### src/rtl/cpu_ctrl_pkg.sv
// Shared state, opcode/funct and select encodings for the multi-cycle control path.
package cpu_ctrl_pkg;

  localparam int unsigned OPCODE_W = 6;
  localparam int unsigned FUNCT_W  = 6;
  localparam int unsigned ALUCTL_W = 3;
  localparam int unsigned SEL_W    = 2;

  typedef enum logic [3:0] {
    FETCH, DECODE, MEM_ADDR, MEM_READ, MEM_WB, MEM_WRITE,
    R_EXEC, R_WB, I_EXEC, I_WB, BRANCH, JUMP, HALT
  } state_t;

  // ALU operation class requested by the current state
  typedef enum logic [1:0] {
    ALUOP_ADD, ALUOP_SUB, ALUOP_FUNCT
  } aluOp_t;

  localparam logic [OPCODE_W-1:0] OP_R    = 6'h00;
  localparam logic [OPCODE_W-1:0] OP_LW   = 6'h23;
  localparam logic [OPCODE_W-1:0] OP_SW   = 6'h2B;
  localparam logic [OPCODE_W-1:0] OP_BEQ  = 6'h04;
  localparam logic [OPCODE_W-1:0] OP_J    = 6'h02;
  localparam logic [OPCODE_W-1:0] OP_ADDI = 6'h08;

  localparam logic [FUNCT_W-1:0] FN_ADD = 6'h20;
  localparam logic [FUNCT_W-1:0] FN_SUB = 6'h22;
  localparam logic [FUNCT_W-1:0] FN_AND = 6'h24;
  localparam logic [FUNCT_W-1:0] FN_OR  = 6'h25;
  localparam logic [FUNCT_W-1:0] FN_SLT = 6'h2A;

  localparam logic [ALUCTL_W-1:0] ALU_ADD = 3'b010;
  localparam logic [ALUCTL_W-1:0] ALU_SUB = 3'b110;
  localparam logic [ALUCTL_W-1:0] ALU_AND = 3'b000;
  localparam logic [ALUCTL_W-1:0] ALU_OR  = 3'b001;
  localparam logic [ALUCTL_W-1:0] ALU_SLT = 3'b111;

  localparam logic [SEL_W-1:0] SRCB_REGB    = 2'b00;
  localparam logic [SEL_W-1:0] SRCB_FOUR    = 2'b01;
  localparam logic [SEL_W-1:0] SRCB_IMM     = 2'b10;
  localparam logic [SEL_W-1:0] SRCB_IMM_SH2 = 2'b11;

  localparam logic [SEL_W-1:0] PCSRC_ALU    = 2'b00;
  localparam logic [SEL_W-1:0] PCSRC_ALUOUT = 2'b01;
  localparam logic [SEL_W-1:0] PCSRC_JUMP   = 2'b10;

endpackage

### src/rtl/alu_ctl_decode.sv
// Maps the state's ALU class plus the R-type funct field to an aluCtl code.
// functIllegal is reported independently of the class so DECODE can use it.
module alu_ctl_decode
  import cpu_ctrl_pkg::*;
(
  input  aluOp_t              aluOp,
  input  logic [FUNCT_W-1:0]  funct,
  output logic [ALUCTL_W-1:0] aluCtl,
  output logic                functIllegal
);

  logic [ALUCTL_W-1:0] functCtl;

  always_comb begin
    functCtl     = ALU_ADD;
    functIllegal = 1'b0;
    case (funct)
      FN_ADD:  functCtl = ALU_ADD;
      FN_SUB:  functCtl = ALU_SUB;
      FN_AND:  functCtl = ALU_AND;
      FN_OR:   functCtl = ALU_OR;
      FN_SLT:  functCtl = ALU_SLT;
      default: functIllegal = 1'b1;
    endcase
  end

  always_comb begin
    aluCtl = ALU_ADD;
    case (aluOp)
      ALUOP_SUB:   aluCtl = ALU_SUB;
      ALUOP_FUNCT: aluCtl = functCtl;
      default:     aluCtl = ALU_ADD;
    endcase
  end

endmodule

### src/rtl/multicycle_control.sv
// Multi-cycle control FSM: sequences the datapath one state per clock and
// counts retired instructions. Outputs are Moore decodes of state, gated by run.
module multicycle_control
  import cpu_ctrl_pkg::*;
#(
  parameter int unsigned COUNT_W      = 32,
  parameter bit          ILLEGAL_TRAP = 1'b0
) (
  input  logic                clock,
  input  logic                reset,
  input  logic                run,
  input  logic [OPCODE_W-1:0] opcode,
  input  logic [FUNCT_W-1:0]  funct,
  input  logic                zero,
  output logic                pcWrite,
  output logic                irWrite,
  output logic                memRead,
  output logic                memWrite,
  output logic                regWriteEnable,
  output logic                iorD,
  output logic                regDst,
  output logic                memToReg,
  output logic                aluSrcA,
  output logic [SEL_W-1:0]    aluSrcB,
  output logic [ALUCTL_W-1:0] aluCtl,
  output logic [SEL_W-1:0]    pcSource,
  output logic                illegal,
  output logic                halted,
  output logic [COUNT_W-1:0]  instrCount
);

  state_t state;
  state_t stateNext;
  aluOp_t aluOp;
  logic   functIllegal;
  logic   retire;
  logic   pcWriteRaw, irWriteRaw, memReadRaw, memWriteRaw, regWriteRaw;
  logic   illegalRaw, haltedRaw;
  logic   strobeEn;

  alu_ctl_decode uAluCtl (
    .aluOp        (aluOp),
    .funct        (funct),
    .aluCtl       (aluCtl),
    .functIllegal (functIllegal)
  );

  always_ff @(posedge clock) begin
    if (reset)    state <= FETCH;
    else if (run) state <= stateNext;
  end

  always_ff @(posedge clock) begin
    if (reset)              instrCount <= '0;
    else if (run && retire) instrCount <= instrCount + COUNT_W'(1);
  end

  always_comb begin
    stateNext   = state;
    aluOp       = ALUOP_ADD;
    retire      = 1'b0;
    pcWriteRaw  = 1'b0;
    irWriteRaw  = 1'b0;
    memReadRaw  = 1'b0;
    memWriteRaw = 1'b0;
    regWriteRaw = 1'b0;
    illegalRaw  = 1'b0;
    haltedRaw   = 1'b0;
    iorD        = 1'b0;
    regDst      = 1'b0;
    memToReg    = 1'b0;
    aluSrcA     = 1'b0;
    aluSrcB     = SRCB_REGB;
    pcSource    = PCSRC_ALU;
    case (state)
      FETCH: begin
        memReadRaw = 1'b1;
        irWriteRaw = 1'b1;
        pcWriteRaw = 1'b1;
        aluSrcB    = SRCB_FOUR;
        stateNext  = DECODE;
      end
      DECODE: begin
        // branch target is precomputed into ALUOut while the opcode is decoded
        aluSrcB = SRCB_IMM_SH2;
        case (opcode)
          OP_LW, OP_SW: stateNext = MEM_ADDR;
          OP_R:         stateNext = R_EXEC;
          OP_BEQ:       stateNext = BRANCH;
          OP_J:         stateNext = JUMP;
          OP_ADDI:      stateNext = I_EXEC;
          default:      illegalRaw = 1'b1;
        endcase
        if (opcode == OP_R && functIllegal) illegalRaw = 1'b1;
        if (illegalRaw) stateNext = ILLEGAL_TRAP ? HALT : FETCH;
      end
      MEM_ADDR: begin
        aluSrcA   = 1'b1;
        aluSrcB   = SRCB_IMM;
        stateNext = (opcode == OP_LW) ? MEM_READ : MEM_WRITE;
      end
      MEM_READ: begin
        memReadRaw = 1'b1;
        iorD       = 1'b1;
        stateNext  = MEM_WB;
      end
      MEM_WB: begin
        regWriteRaw = 1'b1;
        memToReg    = 1'b1;
        retire      = 1'b1;
        stateNext   = FETCH;
      end
      MEM_WRITE: begin
        memWriteRaw = 1'b1;
        iorD        = 1'b1;
        retire      = 1'b1;
        stateNext   = FETCH;
      end
      R_EXEC: begin
        aluSrcA   = 1'b1;
        aluOp     = ALUOP_FUNCT;
        stateNext = R_WB;
      end
      R_WB: begin
        regWriteRaw = 1'b1;
        regDst      = 1'b1;
        retire      = 1'b1;
        stateNext   = FETCH;
      end
      I_EXEC: begin
        aluSrcA   = 1'b1;
        aluSrcB   = SRCB_IMM;
        stateNext = I_WB;
      end
      I_WB: begin
        regWriteRaw = 1'b1;
        retire      = 1'b1;
        stateNext   = FETCH;
      end
      BRANCH: begin
        aluSrcA    = 1'b1;
        aluOp      = ALUOP_SUB;
        pcSource   = PCSRC_ALUOUT;
        pcWriteRaw = zero;
        retire     = 1'b1;
        stateNext  = FETCH;
      end
      JUMP: begin
        pcSource   = PCSRC_JUMP;
        pcWriteRaw = 1'b1;
        retire     = 1'b1;
        stateNext  = FETCH;
      end
      HALT: begin
        haltedRaw = 1'b1;
        stateNext = HALT;
      end
      default: stateNext = FETCH;
    endcase
  end

  // strobes only fire while running and out of reset
  assign strobeEn       = run & ~reset;
  assign pcWrite        = strobeEn & pcWriteRaw;
  assign irWrite        = strobeEn & irWriteRaw;
  assign memRead        = strobeEn & memReadRaw;
  assign memWrite       = strobeEn & memWriteRaw;
  assign regWriteEnable = strobeEn & regWriteRaw;
  assign illegal        = strobeEn & illegalRaw;
  assign halted         = ~reset & haltedRaw;

endmodule

### config.mk
export PLATFORM = sky130hd
export DESIGN_NAME = multicycle_control
export DESIGN_NICKNAME = d
export VERILOG_FILES = /design/src/rtl/cpu_ctrl_pkg.sv /design/src/rtl/alu_ctl_decode.sv /design/src/rtl/multicycle_control.sv
export SDC_FILE = /design/constraint.sdc
export NUM_CORES = 1
export LEC_CHECK = 0
export ABC_CLOCK_PERIOD_IN_PS = 5350
export CORE_ASPECT_RATIO = 1.25
export CORE_UTILIZATION = 53
export CTS_BUF_LIST = sky130_fd_sc_hd__clkbuf_8
export CTS_CLUSTER_DIAMETER = 50
export DETAILED_ROUTE_END_ITERATION = 10
export PLACE_DENSITY = 0.93
export SETUP_SLACK_MARGIN = 0.05
export SLEW_MARGIN = 20
export SYNTH_ARGS = -nofsm -noshare
export SYNTH_HDL_FRONTEND = slang
export SYNTH_HIERARCHICAL = 1
export SYNTH_SLANG_ARGS = --single-unit
### constraint.sdc
create_clock -name clock -period 5.35 [get_ports clock]
set_input_delay 1.07 -clock clock [delete_from_list [all_inputs] [get_ports clock]]
set_output_delay 1.07 -clock clock [all_outputs]
set_load 0.005 [all_outputs]
---- Word level (Yosys, flattened, before mapping) ----
Cells that the tools add are included.
word-level totals
  bits in read-only memories .............. 0
  input port bits ......................... 16
  memories ................................ 0
  bits in writable memories ............... 0
  output and inout port bits .............. 50
  bits in latches ......................... 0
  logic and storage cells ................. 77
  bits in registers ....................... 36
cells by class
  reduce and logical (&&, ||, !) cells .... 15
  shift operators ......................... 0
  $lt $le $gt $ge ......................... 0
  bitwise operators ....................... 9
  multiplexer cells ....................... 25
  multipliers ............................. 0
  equality and inequality tests ........... 25
  divide/modulo/power cells ............... 0
  add/subtract/negate cells ............... 1
operator list
  operator                                             count
  equality test 6 bit, second input constant           7
  adder 32 x 1 -> 32 bit, second input constant        1
  one-hot mux 4 bit (7 select lines)                   1
  equality test 4 bit, second input constant           5
  one-hot mux 4 bit (5 select lines)                   1
  equality test 4 x 3 -> 1 bit, second input constant  4
  two-way mux 1 bit                                    15
  one-hot mux 3 bit (4 select lines)                   1
  OR reduction 6 bit                                   2
  OR reduction 2 bit                                   5
  bitwise AND 1 bit                                    8
  equality test 4 x 2 -> 1 bit, second input constant  2
  one-hot mux 2 bit (2 select lines)                   2
  != test 7 x 3 -> 1 bit, second input constant        1
  equality test 6 x 2 -> 1 bit, second input constant  1
  equality test 6 x 3 -> 1 bit, second input constant  1
  equality test 6 x 4 -> 1 bit, second input constant  1
  logical NOT 6 bit                                    1
  one-hot mux 2 bit (3 select lines)                   1
  one-hot mux 3 bit (2 select lines)                   1
  OR reduction 5 bit                                   1
  equality test 4 x 1 -> 1 bit, second input constant  1
  logical NOT 4 bit                                    1
  two-way mux 4 bit                                    1
  other kinds (9)                                      10

---- Logic depth before layout (Yosys ltp) ----
Gate-level depths: netlist of run 1.
  depth after elaboration ................. 8
  mapped depth ............................ 7
  mapped depth without buffers ............ 6

---- Cells and area by module ----
The synthesis of run 1 kept the hierarchy.
modules (own cells, without submodules)
  module              area an instance (um^2)  seq. area each (um^2)  cells each  instances
  multicycle_control  2,100.8                  720.7                  270         1
  alu_ctl_decode      142.6                    0.0                    18          1

---- Worst setup path before layout of run 1 ----
OpenSTA, ideal clock, no wires.
  kind .................................... input port to output port
  start point ............................. input opcode[3]
  end point ............................... output illegal
  arrival time ............................ 1,953 ps
  stages .................................. 5
  slack ................................... 2,327 ps
  required time ........................... 4,280 ps
  cells stage by stage .................... clkbuf_1 nor3_1 a21o_1 a32o_1 nor4_1
between the ends
  word-level cells in the longest chain between the ends .. 7
RTL lines
  element                                            RTL line                   RTL
  start: declaration                                 multicycle_control.sv:12   input logic [OPCODE_W-1:0] opcode,
  equality test 6 bit, or another cell as far along  multicycle_control.sv:86   case (opcode)
  OR reduction 6 bit (no line)                       -
  two-way mux 1 bit                                  multicycle_control.sv:86
  two-way mux 1 bit (*)                              multicycle_control.sv:94   if (opcode == OP_R && functIllegal) illegalRaw = 1'b1;
  two-way mux 1 bit (*) (2 in series)                multicycle_control.sv:75   case (state)
  bitwise AND 1 bit (*)                              multicycle_control.sv:169  assign illegal = strobeEn & illegalRaw;
  end: declaration                                   multicycle_control.sv:27   output logic illegal,
Every way passes the cells marked *; elsewhere a longest branch is shown, timed or not. The select of a mux whose other input is x is not followed.

---- Worst setup path in the final report of run 1 ----
  start point ............................. input reset
  end point ............................... output illegal
between the ends
  word-level cells in the longest chain between the ends .. 3
RTL lines
  element             RTL line                   RTL
  start: declaration  multicycle_control.sv:10   input logic reset,
  inverter 1 bit      multicycle_control.sv:163  assign strobeEn = run & ~reset;
  bitwise AND 1 bit   multicycle_control.sv:163
  bitwise AND 1 bit   multicycle_control.sv:169
No other way between the ends.

==> run metrics, run 1 <==
status complete, no violations; RSZ-0062 raised after global routing false; multi-input logic area 0.00141 mm^2; Starting Density 55.2%; count of final setup violators 0; Worst Tran Pin Value 698 ps; unique cell type count in the Yosys netlist 52; TritonCTS clock tree done; largest cells by area after synthesis dfxtp_1 32%, a21oi_1 6.7%, or3_1 4.5%, nor2_1 4.4%, xor2_1 4.3%; worst-path fanout max 18; vias per inst roughly 6; core area 0.00407 mm^2; most used cell, CP clkdlybuf4s50_1; VDD IR max 0.000174 V; # rows 26; Synth Area per Inst 7.79 um^2; layout cells sized above 1 under 10%; CTS buffer count 5; kind of start point of the critical path input port; Lkg Pwr roughly 0.93 nW; R2R Path Start state[0]$_SDFFE_PP0P_; R2R Path End instrCount[29]$_SDFFE_PP0P_; initial drt markers roughly 150; Post-Route WL roughly 5.8 mm; CP max stage delay between 700 and 800 ps; storage element area 721 um^2; crit path launch reset; filler instances 297; IO buf count 65; Max-Cap Viols 0; CTS Hold Buffers Added 0; Hold Fails Final Rpt 0; Ports 66; GRT overflow 0; CTS max path bufs 2; worst setup path endpoint illegal; most frequent cell after synthesis dfxtp_1; Die Area 0.00450 mm^2; Avg WL per Cell approximately 14 um; CP Capture Type output port; complex-gate fraction of the synthesized area a little under a fifth; finished layout cell area 0.00301 mm^2; Setup TNS 0 ps; R2R setup slack 2730 ps; Setup Skew 6.64 ps; Die Span Y 74.7 um; ys async rst share 0%; CP arrival 3030 ps; Max Clk Rate ~0.24 GHz; CP required 4280 ps; Via Count 2390; Die X 60.2 um; diode count 0; mux cell area share after synthesis 1.34%; post-synthesis simple-gate area fraction 35.7%; slew margin rel. 53.4%; DP HPWL just over 4 mm; xor/xnor share of the synthesized area 5.47%; crit-path cells clkdlybuf4s50_1 -> nand2b_1 -> nor4_1 -> clkdlybuf4s50_1; HP Class flop to flop; cts repair resizes 0; CTS sink count 36; fin. max-slew vios 0; NumNets Final between 300 and 400; Final ANT Viol Nets 0; Seq/Total Area, Yosys 32.1%; global-route wire length before repair between 9 and 10 mm; WS Path Type input port to output port; area leader, netlist dfxtp_1; DRC errors left 0; P per Cell Area about 190 mW/mm^2; cell count after synthesis 288; Synth top area share 32.1%; r2r worst-path depth 5; Total Power around 560 uW; H-tree depth 2; Synth Register Bits 36; Adder-Cell Fraction of Synth Area 1.67%; dominant synthesized flop cell dfxtp_1; largest family of logic cells by synthesized area simple AND/OR/NAND/NOR gates; Placer Congestion between 0.8 and 0.9; number of flops mapped to enable cells by yosys 0; Synthesis Warnings 6; initial antenna violation count 0; GRT Total Usage 26.1%; Setup Fix Bufs, Post-CTS 0; Mapped Area about 0.0022 mm^2; root buf cell clkbuf_8; Worst-Skew Late Latency 290 ps; critical path's slowest cell clkdlybuf4s50_1; first drt pass iteration count 6; pin count of the biggest net entering global routing 22; DP Area 0.00290 mm^2; clk slew on worst S/H paths 70 ps; vias in the first global route 2125; minimum clock period 4100 ps; DP Cell Count 393; P&R area growth vs syn 34.1%; Mapped Nets 307; Post-synth top cells 36 x dfxtp_1, 30 x a21oi_1, 26 x nor2_1, 19 x o21ai_0; Non-Filler Instances around 400; period utilization 76.6%
-- cell families after synthesis --
logic type                 count (synthesis)
and+or+nand+nor                          136
AOI/OAI and AO/OA                         69
DFF                                       36
buffers and inverters                     27
xor gates and xnor gates                  14
muxes                                      3
adders and majority gates                  3
-- stage by stage --
stage                     util, %  hold WS (ps)  worst slack [ps]
after floorplan                 -           468              2330
after global placement       71.3           474              1270
after detailed placement     71.3           485              1250
after CTS                    74.0           495              1250
after global routing         74.0           530              1100
final                        74.0           499              1250
-- sequential cells by signal (all words and copies together) (netlist names) --
signal	flops
state	4
instrCount	32
-- worst min-delay path by stage --
stage / from / to / cells after the start
2_1_floorplan: instrCount[31]$_SDFFE_PP0P_ / instrCount[31]$_SDFFE_PP0P_ / 2
3_3_place_gp: instrCount[31]$_SDFFE_PP0P_ / instrCount[31]$_SDFFE_PP0P_ / 2
3_5_place_dp: instrCount[31]$_SDFFE_PP0P_ / instrCount[31]$_SDFFE_PP0P_ / 2
4_1_cts: instrCount[31]$_SDFFE_PP0P_ / instrCount[31]$_SDFFE_PP0P_ / 2
5_1_grt: instrCount[31]$_SDFFE_PP0P_ / instrCount[31]$_SDFFE_PP0P_ / 2
6_report: instrCount[31]$_SDFFE_PP0P_ / instrCount[31]$_SDFFE_PP0P_ / 2
-- power by group --
part	internal, mW	switching (mW)	total [mW]	leakage [nW]
clock	0.138	0.105	0.243	0.0541
combinational	0.0248	0.0246	0.0494	0.590
sequential	0.268	0.00442	0.273	0.290
total	0.431	0.134	0.565	0.934
-- worst max-delay path: cells and delay by family --
family	cells	cell delay (ps)
and+or+nand+nor	2	660
buffers and inverters	2	1290
-- layout by cell type (no fill, tap or decap), types with 3 or more instances in the layout --
| master | n |
|---|---|
| inv_1 | 9 |
| xnor2_1 | 3 |
| nand4bb_1 | 3 |
| mux2i_1 | 3 |
| nand2b_1 | 7 |
| nor3_1 | 10 |
| nand4_1 | 12 |
| ha_1 | 3 |
| nand2_1 | 16 |
| nor4_1 | 4 |
| and3_1 | 4 |
| o21ai_0 | 19 |
| clkdlybuf4s50_1 | 65 |
| xor2_1 | 11 |
| or3_1 | 16 |
| a21oi_1 | 30 |
| nor2_1 | 26 |
| clkbuf_8 | 5 |
| and2_1 | 3 |
| or4_1 | 4 |
| and4_1 | 3 |
| dfxtp_1 | 36 |
| nand3_1 | 12 |
| o31ai_1 | 5 |
-- layer usage --
metal	GRT usage, %	up-vias	routed length (um)
li1	-	1171	-
met5	0	-	0
met1	30.9	1148	2390
met3	4.98	9	283
met4	6.98	0	68
met2	47.4	62	3020
-- final cells by class --
| cell class | instances | area share [%] |
|---|---|---|
| multi-input combinational | 225 | 46.8 |
| sequential | 36 | 24.0 |
| timing repair buffer | 67 | 22.1 |
| tap | 56 | 2.33 |
| clock buffer | 5 | 2.29 |
| clock inverter | 3 | 1.41 |
| inverter | 9 | 1.12 |
No activity file was read; power rests on OpenSTA's default activity.
==> run 2: changes to the inputs <==
Settings changed: ABC_CLOCK_PERIOD_IN_PS 5350 to 3300, CORE_UTILIZATION 53 to 44, PLACE_DENSITY 0.93 to 0.83.
Clock period 5.35 ns to 3.3 ns, I/O delays scaled along.
==> run 2 against run 1 <==
Compared with the run above:
- total power increased by 48%
- sequential share of layout area decreased by 0.24 points
- core utilization decreased by 11 points
- clock power increased by 28%
- die area increased by 20%
- clock-buffer cell count unchanged
- critical path depth increased by 3
- design area increased by 1.0%
- combinational power increased by 82%
- setup slack got worse by 1100 ps
- sequential power increased by 60%
- clock skew decreased by 2.0 ps
- critical endpoint unchanged
- largest power group unchanged
==> run metrics, run 2 (same netlist as run 1, synthesis figures left out) <==
slew margin rel. 67.2% (+14 points); DRC errors left 0 (unchanged); status complete, no violations; filler instances 439 (+48%); Max Clk Rate between 0.3 and 0.4 GHz; global-route wire length before repair 9.33 mm (+1.8%); diode count 0 (unchanged); CTS sink count 36 (unchanged); Lkg Pwr 0.964 nW (+3.2%); Max-Cap Viols 0 (unchanged); CP max stage delay 550 ps (-190 ps); CP Capture Type output port; CTS max path bufs 2 (unchanged); RSZ-0062 raised after global routing false; Die Span Y 81.8 um (+9.5%); P per Cell Area 276 mW/mm^2 (+47%); Worst Tran Pin Value 490 ps (-208 ps); Largest Register instrCount; storage element area 721 um^2 (unchanged); HP Class flop to flop; crit-path cells clkdlybuf4s50_1 -> mux2i_1 -> nand4b_1 -> a21oi_1 -> a32o_1 -> nor4_2 -> clkdlybuf4s50_1; Setup TNS 0 ps (unchanged); P&R area growth vs syn 35.5%; Worst-Skew Late Latency 290 ps (about the same); Final Worst Setup Slack 157 ps (-1090 ps); Final ANT Viol Nets 0 (unchanged); CP required 2640 ps (-1640 ps); Starting Density 46.4% (-8.8 points); VDD IR max 0.000339 V (+95%); DP Area 0.00294 mm^2 (+1.5%); max FFs per register 32 (unchanged); pin count of the biggest net entering global routing 21 (-4.5%); Critical path buffers and inverters 2 (unchanged); Placer Congestion 0.849 (-2.9%); Die X 65.9 um (+9.4%); Ports 66 (unchanged); Setup Fix Bufs, Post-CTS 0 (unchanged); Hold Fails Final Rpt 0 (unchanged); # rows 28 (+7.7%); first drt pass iteration count 4 (-2); NumNets Final 368 (+1.4%); initial antenna violation count 0 (unchanged); finished layout cell area 0.00304 mm^2 (+1.0%); IO buf count 65 (unchanged); clk slew on worst S/H paths 80 ps (about the same); H-tree depth 2 (unchanged); initial drt markers 111 (-24%); multi-input logic area 0.00142 mm^2 (+0.62%); Die Area 0.00539 mm^2 (+20%); fin. max-slew vios 0 (unchanged); CTS Hold Buffers Added 0 (unchanged); TritonCTS clock tree done; Via Count 2377 (-0.54%); critical path's slowest cell clkdlybuf4s50_1; root buf cell clkbuf_8; Largest regs instrCount (32), state (4); minimum clock period 3140 ps; most used cell, CP clkdlybuf4s50_1; commonest non-fill, non-tap cell in the layout clkdlybuf4s50_1; leading cell types in the layout, fill and taps excluded 64 x clkdlybuf4s50_1, 36 x dfxtp_1, 30 x a21oi_1; Largest delay share family, worst path buffers and inverters; Setup Skew 4.68 ps (-1.96 ps); kind of start point of the critical path input port; DP HPWL 4.06 mm (+0.66%); vias in the first global route 2108 (-0.80%); CP arrival 2480 ps (-550 ps); count of final setup violators 0 (unchanged); Avg WL per Cell 13.7 um (-4.5%); GRT overflow 0 (unchanged); Post-Route WL 5.64 mm (-2.3%); vias per inst 5.80 (-2.7%); WS Path Type input port to output port; core area 0.00483 mm^2 (+19%); worst-path fanout max 5 (-13); worst slack, placed 93.2 ps (-1160 ps); GRT Total Usage 21.7% (-4.4 points); period utilization 95.2%; layout cells sized above 1 7.43% (+1.9 points); CTS buffer count 5 (unchanged)
==> run 2: cell types whose count changed in the layout (fill, tap and decap cells not counted) <==
cell,before,now
buf_4,2,7
bufinv_16,1,0
clkdlybuf4s50_1,65,64
clkinv_2,1,2
clkinv_4,0,1
clkinvlp_4,1,0
dlymetal6s2s_1,0,1
nor2_1,26,25
nor2_2,2,3
nor4_1,4,3
nor4_2,0,1
==> run 2: final cells by class <==
type                    count  share of cell area (%)
well taps                  60                    2.47
flip-flops and latches     36                    23.7
clock buffers               5                    2.26
repair buffers             72                    23.2
multi-input cells         225                    46.6
clock inverters             3                   0.618
inverters                   9                    1.11
==> run 2: path summary, 6_finish.rpt <==
check                                                  from                          end  slack, ps  cells past startpoint
worst min-delay path            instrCount[31]$_SDFFE_PP0P_  instrCount[31]$_SDFFE_PP0P_        490                      2
worst min register to register  instrCount[31]$_SDFFE_PP0P_  instrCount[31]$_SDFFE_PP0P_        490                      2
worst max register to register        state[1]$_SDFFE_PP0P_  instrCount[29]$_SDFFE_PP0P_       1030                      6
worst max-delay path                               funct[2]                      illegal        160                      7
==> run 2: power breakdown <==
part	switching (mW)	internal, mW
clock network	0.165	0.147
logic	0.0468	0.0428
registers	0.000746	0.435
==> run 2: through the flow <==
stage | instances | utilization, % | hold slack (ps) | total power, mW
after floorplan | 288 | - | 468 | 0.491
after global placement | 402 | 60.8 | 473 | 0.533
after detailed placement | 402 | 60.8 | 481 | 0.534
after CTS | 410 | 62.6 | 492 | 0.844
after global routing | 410 | 62.9 | 516 | 0.869
final | 410 | 62.9 | 493 | 0.838
==> run 2: what timing repair did <==
action	4_1_cts	5_1_grt
endpoints found under the hold margin	0	0
gates resized for setup	0	3
setup endpoints to repair	0	1
==> run 2: metal layers <==
metal	track usage [%]	wire length, um
met5	0	0
met3	4.17	319
met4	6.09	45
met1	27.9	2490
met2	36.7	2790
==> run 2: tightest hold or removal path, cell delays in order, from the launching register on <==
cell and delay [ps]:
dfxtp_1 330, o31ai_1 70, a21oi_1 60
==> run 3: changes to the inputs <==
Settings changed: TNS_END_PERCENT set to 20.
==> results of run 3 <==
Final layout, timing and power as in run 2 (identical DEF).
==> patch 1: new RTL, config.mk and constraints of run 1 <==
`FUNCT_W`: 6 -> 12.
--- a/src/rtl/cpu_ctrl_pkg.sv
+++ b/src/rtl/cpu_ctrl_pkg.sv
@@ -2,7 +2,7 @@
 package cpu_ctrl_pkg;
 
   localparam int unsigned OPCODE_W = 6;
-  localparam int unsigned FUNCT_W  = 6;
+  localparam int unsigned FUNCT_W  = 12;
   localparam int unsigned ALUCTL_W = 3;
   localparam int unsigned SEL_W    = 2;
 
Interface: changed (resized funct); port bits go from 66 to 72. The function was not compared with the original's and may differ.
==> patch 1 against run 1 <==
  * Count of clock-buffer cells in the layout is 1 higher
  * Synthesized cell count is 0.35% higher
  * Critical path type unchanged
  * Worst hold slack better by 0.0066 ns
  * Area after synthesis is 1.4% higher
  * Wire length is 5.4% higher
  * Cell area is 2.3% higher
  * Sequential cell count stayed put
  * Setup slack better by 0.038 ns
  * Largest power group unchanged
  * Highest routed layer unchanged
  * Power is 7.0% lower
  * Maximum frequency is 0.93% higher
==> patch 1: results (changes against run 1) <==
GRT
  – Gr usage total: 27.7% (+1.6 points)
  – Vias in the first global route: 2236 (+5.2%)
  – Global-route wire length before repair: 9.62 mm (+5.0%)
  – Largest net degree at the start of global routing: 38 (+73%)

Critical path
  – CP Max Fanout: 4 (-14)
  – Worst EP arrival: 2.99 ns (-0.04 ns)

Synthesis
  – Post-Synth Adder-Cell Area: 1.65% (-0.023 points)
  – Distinct cells, synth: 55 (+5.8%)
  – Top post-synthesis cells by count: dfxtp_1 (36), a21oi_1 (29), nor2_1 (27)
  – Syn_nets: 314 (+2.3%)
  – Area contributors post-synth: dfxtp_1 (32%), a21oi_1 (6.4%), nor2_1 (4.5%)
  – Primary FF master, synth: dfxtp_1
  – Compound-gate portion of the synthesized area: 18.9% (+0.29 points)
  – Post-synthesis mux area share: 1.32% (-0.018 points)
  – Sequential share of the synthesized area: 31.7% (-0.44 points)
  – XOR/XNOR share of the synthesized area: 5.39% (-0.075 points)
  – Ys Warns: 6 (unchanged)
  – Cells after Synth: 289 (+0.35%)

Layout
  – Non-Filler Instances: 408 (+1.7%)
  – Final nets: 376 (+3.6%)
  – Largest regs: instrCount x32, state x4
  – Share of layout cells above drive strength 1: 5.40% (-0.11 points)
  – Fillers: 332 (+12%)

Pwr
  – Peak supply drop: 0.171 mV (-2.1%)
  – Leakage: 0.965 nW (+3.3%)

Drt
  – Drt first-iter violations: 124 (-15%)
  – Wire per inst: 14.9 um (+3.6%)
  – Vias per cell: 5.95 (-0.19%)
  – First-pass iteration count of the detailed router: 5 (-1)

Clocking
  – Maximum root-to-sink buffer count: 2 (unchanged)
  – Clk slew on worst S/H paths: 0.07 ns (about the same)
  – H-tree level count: 2 (unchanged)
  – Num CTS Buffers: 5 (unchanged)

Placement
  – Port bufs: 71 (+9.2%)
  – DP Wirelength: 4.33 mm (+7.2%)
  – Placed instance count: 400 (+1.8%)
  – Placer congestion estimate: 0.908 (+3.8%)

Timing
  – Min cycle time layout: 4.06 ns (-0.0377 ns)
  – Worst Tran Pin Value: 0.732 ns (+0.0342 ns)
  – Clock skew: 0.00430 ns (-0.00234 ns)

Outcome
  – Status: finished, final reports clean

Min path
  – Hold WC Path Type: flip-flop to flip-flop
## patch 1: worst paths after layout
check,slack (ns),end,cells past startpoint,start
worst max-delay path,1.29,illegal,7,funct[4]
worst min-delay path,0.51,instrCount[31],2,instrCount[31]
worst max register to register,2.68,instrCount[29],5,state[3]
worst min register to register,0.51,instrCount[31],2,instrCount[31]
## patch 1: critical path, cell delays in order
cell and delay, ns:
clkdlybuf4s50_1 0.45, nor4b_4 0.39, o2111ai_1 0.23, a21oi_1 0.17, a32o_1 0.16, nor4_1 0.05
clkdlybuf4s50_1 0.46
## patch 1: final cells by class
| class | instances | area [um2] | area share [%] |
|---|---|---|---|
| flip-flops and latches | 36 | 721 | 23.4 |
| clock buffers | 6 | 82.6 | 2.68 |
| clock inverters | 2 | 7.51 | 0.244 |
| multi-input cells | 226 | 1440 | 46.7 |
| repair buffers | 73 | 726 | 23.6 |
| inverters | 9 | 33.8 | 1.10 |
| well taps | 56 | 70.1 | 2.28 |
## patch 1: logic make-up (layout without fill, tap and decap cells)
logic type / count (synthesis) / count (layout)
simple gates: 136 / 136
buf+inv: 27 / 90
fa+ha+maj: 3 / 3
flops: 36 / 36
xor+xnor: 14 / 14
compound gates: 70 / 70
mux: 3 / 3
## patch 1: routing by layer
layer  track usage (%)  share of wire, %  wire length [um]
met5                 0                 0                 0
met4              10.4               1.4                84
met3              6.53               7.8               475
met2              49.9                50              3030
met1              31.2                41              2490
## patch 1: per-stage QoR
stage               setup WS, ns  hold slack, ns  power (mW)  cell area (um2)
detailed placement          1.30           0.487       0.334             2990
finish                      1.29           0.505       0.525             3080
global placement            1.35           0.477       0.333             2990
global route                1.17           0.530       0.543             3080
floorplan                   2.33           0.468       0.303             2270
CTS                         1.29           0.500       0.528             3080
## patch 1: power breakdown
group	switching (mW)	total (mW)	internal [mW]
combinational	0.0264	0.0552	0.0288
sequential	0.00427	0.273	0.269
clock	0.0961	0.197	0.101
total	0.127	0.525	0.399
==> patch 2: new RTL, config.mk and constraints of run 1 <==
Made on the original files. Make the reset (`reset`) asynchronous in 2 clocked blocks.
--- a/src/rtl/multicycle_control.sv
+++ b/src/rtl/multicycle_control.sv
@@ -45,12 +45,12 @@
     .functIllegal (functIllegal)
   );
 
-  always_ff @(posedge clock) begin
+  always_ff @(posedge clock or posedge reset) begin
     if (reset)    state <= FETCH;
     else if (run) state <= stateNext;
   end
 
-  always_ff @(posedge clock) begin
+  always_ff @(posedge clock or posedge reset) begin
     if (reset)              instrCount <= '0;
     else if (run && retire) instrCount <= instrCount + COUNT_W'(1);
   end
Behaviour: differs if reset is asserted again (counterexample within 4 cycles, from zero or initial values and one cycle with reset high); with reset held inactive, the same outputs for 10 cycles.
==> patch 2 against run 1 <==
  * Cell area is 3.6% lower
  * Sequential cell count is the same
  * Sequential share of layout area increased by 7.1 points
  * Area after synthesis down 4.9%
  * Setup slack lost 0.14 ns
  * Non-clock buffer count is 1 lower
  * Wire length fell by 19%
Power is not compared: it rests on default switching activity, and its combinational part moved more than twofold at a synthesized area within 25%.
==> patch 2: results (changes against run 1) <==
Synthesis
  – Primary FF master, synth: dfrtp_1
  – Syn_nets: 247 (-20%)
  – Ys async rst share: 100% (+100 points)
  – Distinct cells, synth: 45 (-13%)
  – Synthesized area per cell: 9.36 um2 (+20%)
  – Sequential share of the synthesized area: 42.2% (+10 points)
  – Cells after Synth: 228 (-21%)

Timing
  – Rel. slew slack: 63.3% (+9.9 points)
  – Min cycle time layout: 4.23 ns (+0.135 ns)
  – Clock skew: 0.00845 ns (+0.00181 ns)
  – Hold slack: 0.479 ns (-0.0194 ns)

Critical path
  – CP Max Fanout: 5 (-13)
  – Reg-to-Reg End: instrCount[26]
  – Worst EP arrival: 3.16 ns (+0.13 ns)
  – FF-to-FF setup slack: 3.17 ns (+0.44 ns)
  – Beginning of the critical path: funct[2]

Outcome
  – Status: finished, final reports clean

Layout
  – Share of layout cells above drive strength 1: 5.14% (-0.37 points)
  – Area occupied by multi-input gates: 0.00114 mm2 (-19%)
  – Multi-input gate share of the layout cell area: 39.3% (-7.5 points)
  – ClkCell Share: 3.23% (-0.47 points)
  – Non-Filler Instances: 346 (-14%)
  – Clkbuf count: 6 (+1)
  – Final nets: 310 (-15%)
  – Signal buffers: 66 (-1.5%)
  – Fillers: 282 (-5.1%)
  – Storage cell area: 901 um2 (+25%)
  – Non-clock buffer share: 22.7% (+0.56 points)
  – Inverter count: 11 (+2)

Placement
  – Placed Area: 0.00281 mm2 (-3.1%)
  – Placed instance count: 338 (-14%)
  – DP Wirelength: 3.51 mm (-13%)
  – Pre-CTS setup slack: 1.13 ns (-0.119 ns)
  – Placer congestion estimate: 0.867 (-0.80%)

GRT
  – Largest net degree at the start of global routing: 26 (+18%)
  – M1 GR Usage: 28.4% (-2.5 points)
  – Vias in the first global route: 1813 (-15%)
  – Met2 usage: 41.9% (-5.5 points)
  – Gr usage total: 23.9% (-2.2 points)

Drt
  – Metal2 WL: 2.42 mm (-20%)
  – M1 wire length: 1.89 mm (-21%)
  – Drt first-iter violations: 69 (-53%)
  – First-pass iteration count of the detailed router: 4 (-2)
  – Wire per inst: 13.5 um (-6.5%)
  – Vias: 1930 (-19%)

Min path
  – WHS Path Cells: 1 (-1)
  – Min-Delay Endpoint: instrCount[31]
  – Hold Crit Start: instrCount[31]
==> patch 2: cell types whose count changed in the layout (fill, tap and decap cells not counted), moves of 13 or more <==
cell            run 1  this run
dfrtp_1             0        36
dfxtp_1            36         0
xnor2_1             3        26
a21oi_1            30         9
or3_1              16         0
o21ai_0            19         6
==> patch 2: critical path, cell delays in order <==
cell             delay (ns)
clkdlybuf4s50_1        0.54
mux2i_1                0.10
nand4b_1               0.12
nor4b_1                0.24
a21oi_1                0.07
a31oi_1                0.21
nor4b_1                0.27
clkdlybuf4s50_1        0.56
==> patch 2: cells by family (layout without fill, tap and decap cells) <==
logic type | Yosys count | after routing | share of synthesized area, %
XOR/XNOR | 35 | 35 | 14.7
adder cells (fa/ha/maj) | 3 | 3 | 1.76
flip-flops | 36 | 36 | 42.2
buffers and inverters | 21 | 85 | 4.40
AO/OA/AOI/OAI | 28 | 28 | 9.32
multiplexers | 2 | 2 | 0.996
AND/OR/NAND/NOR | 103 | 103 | 26.6
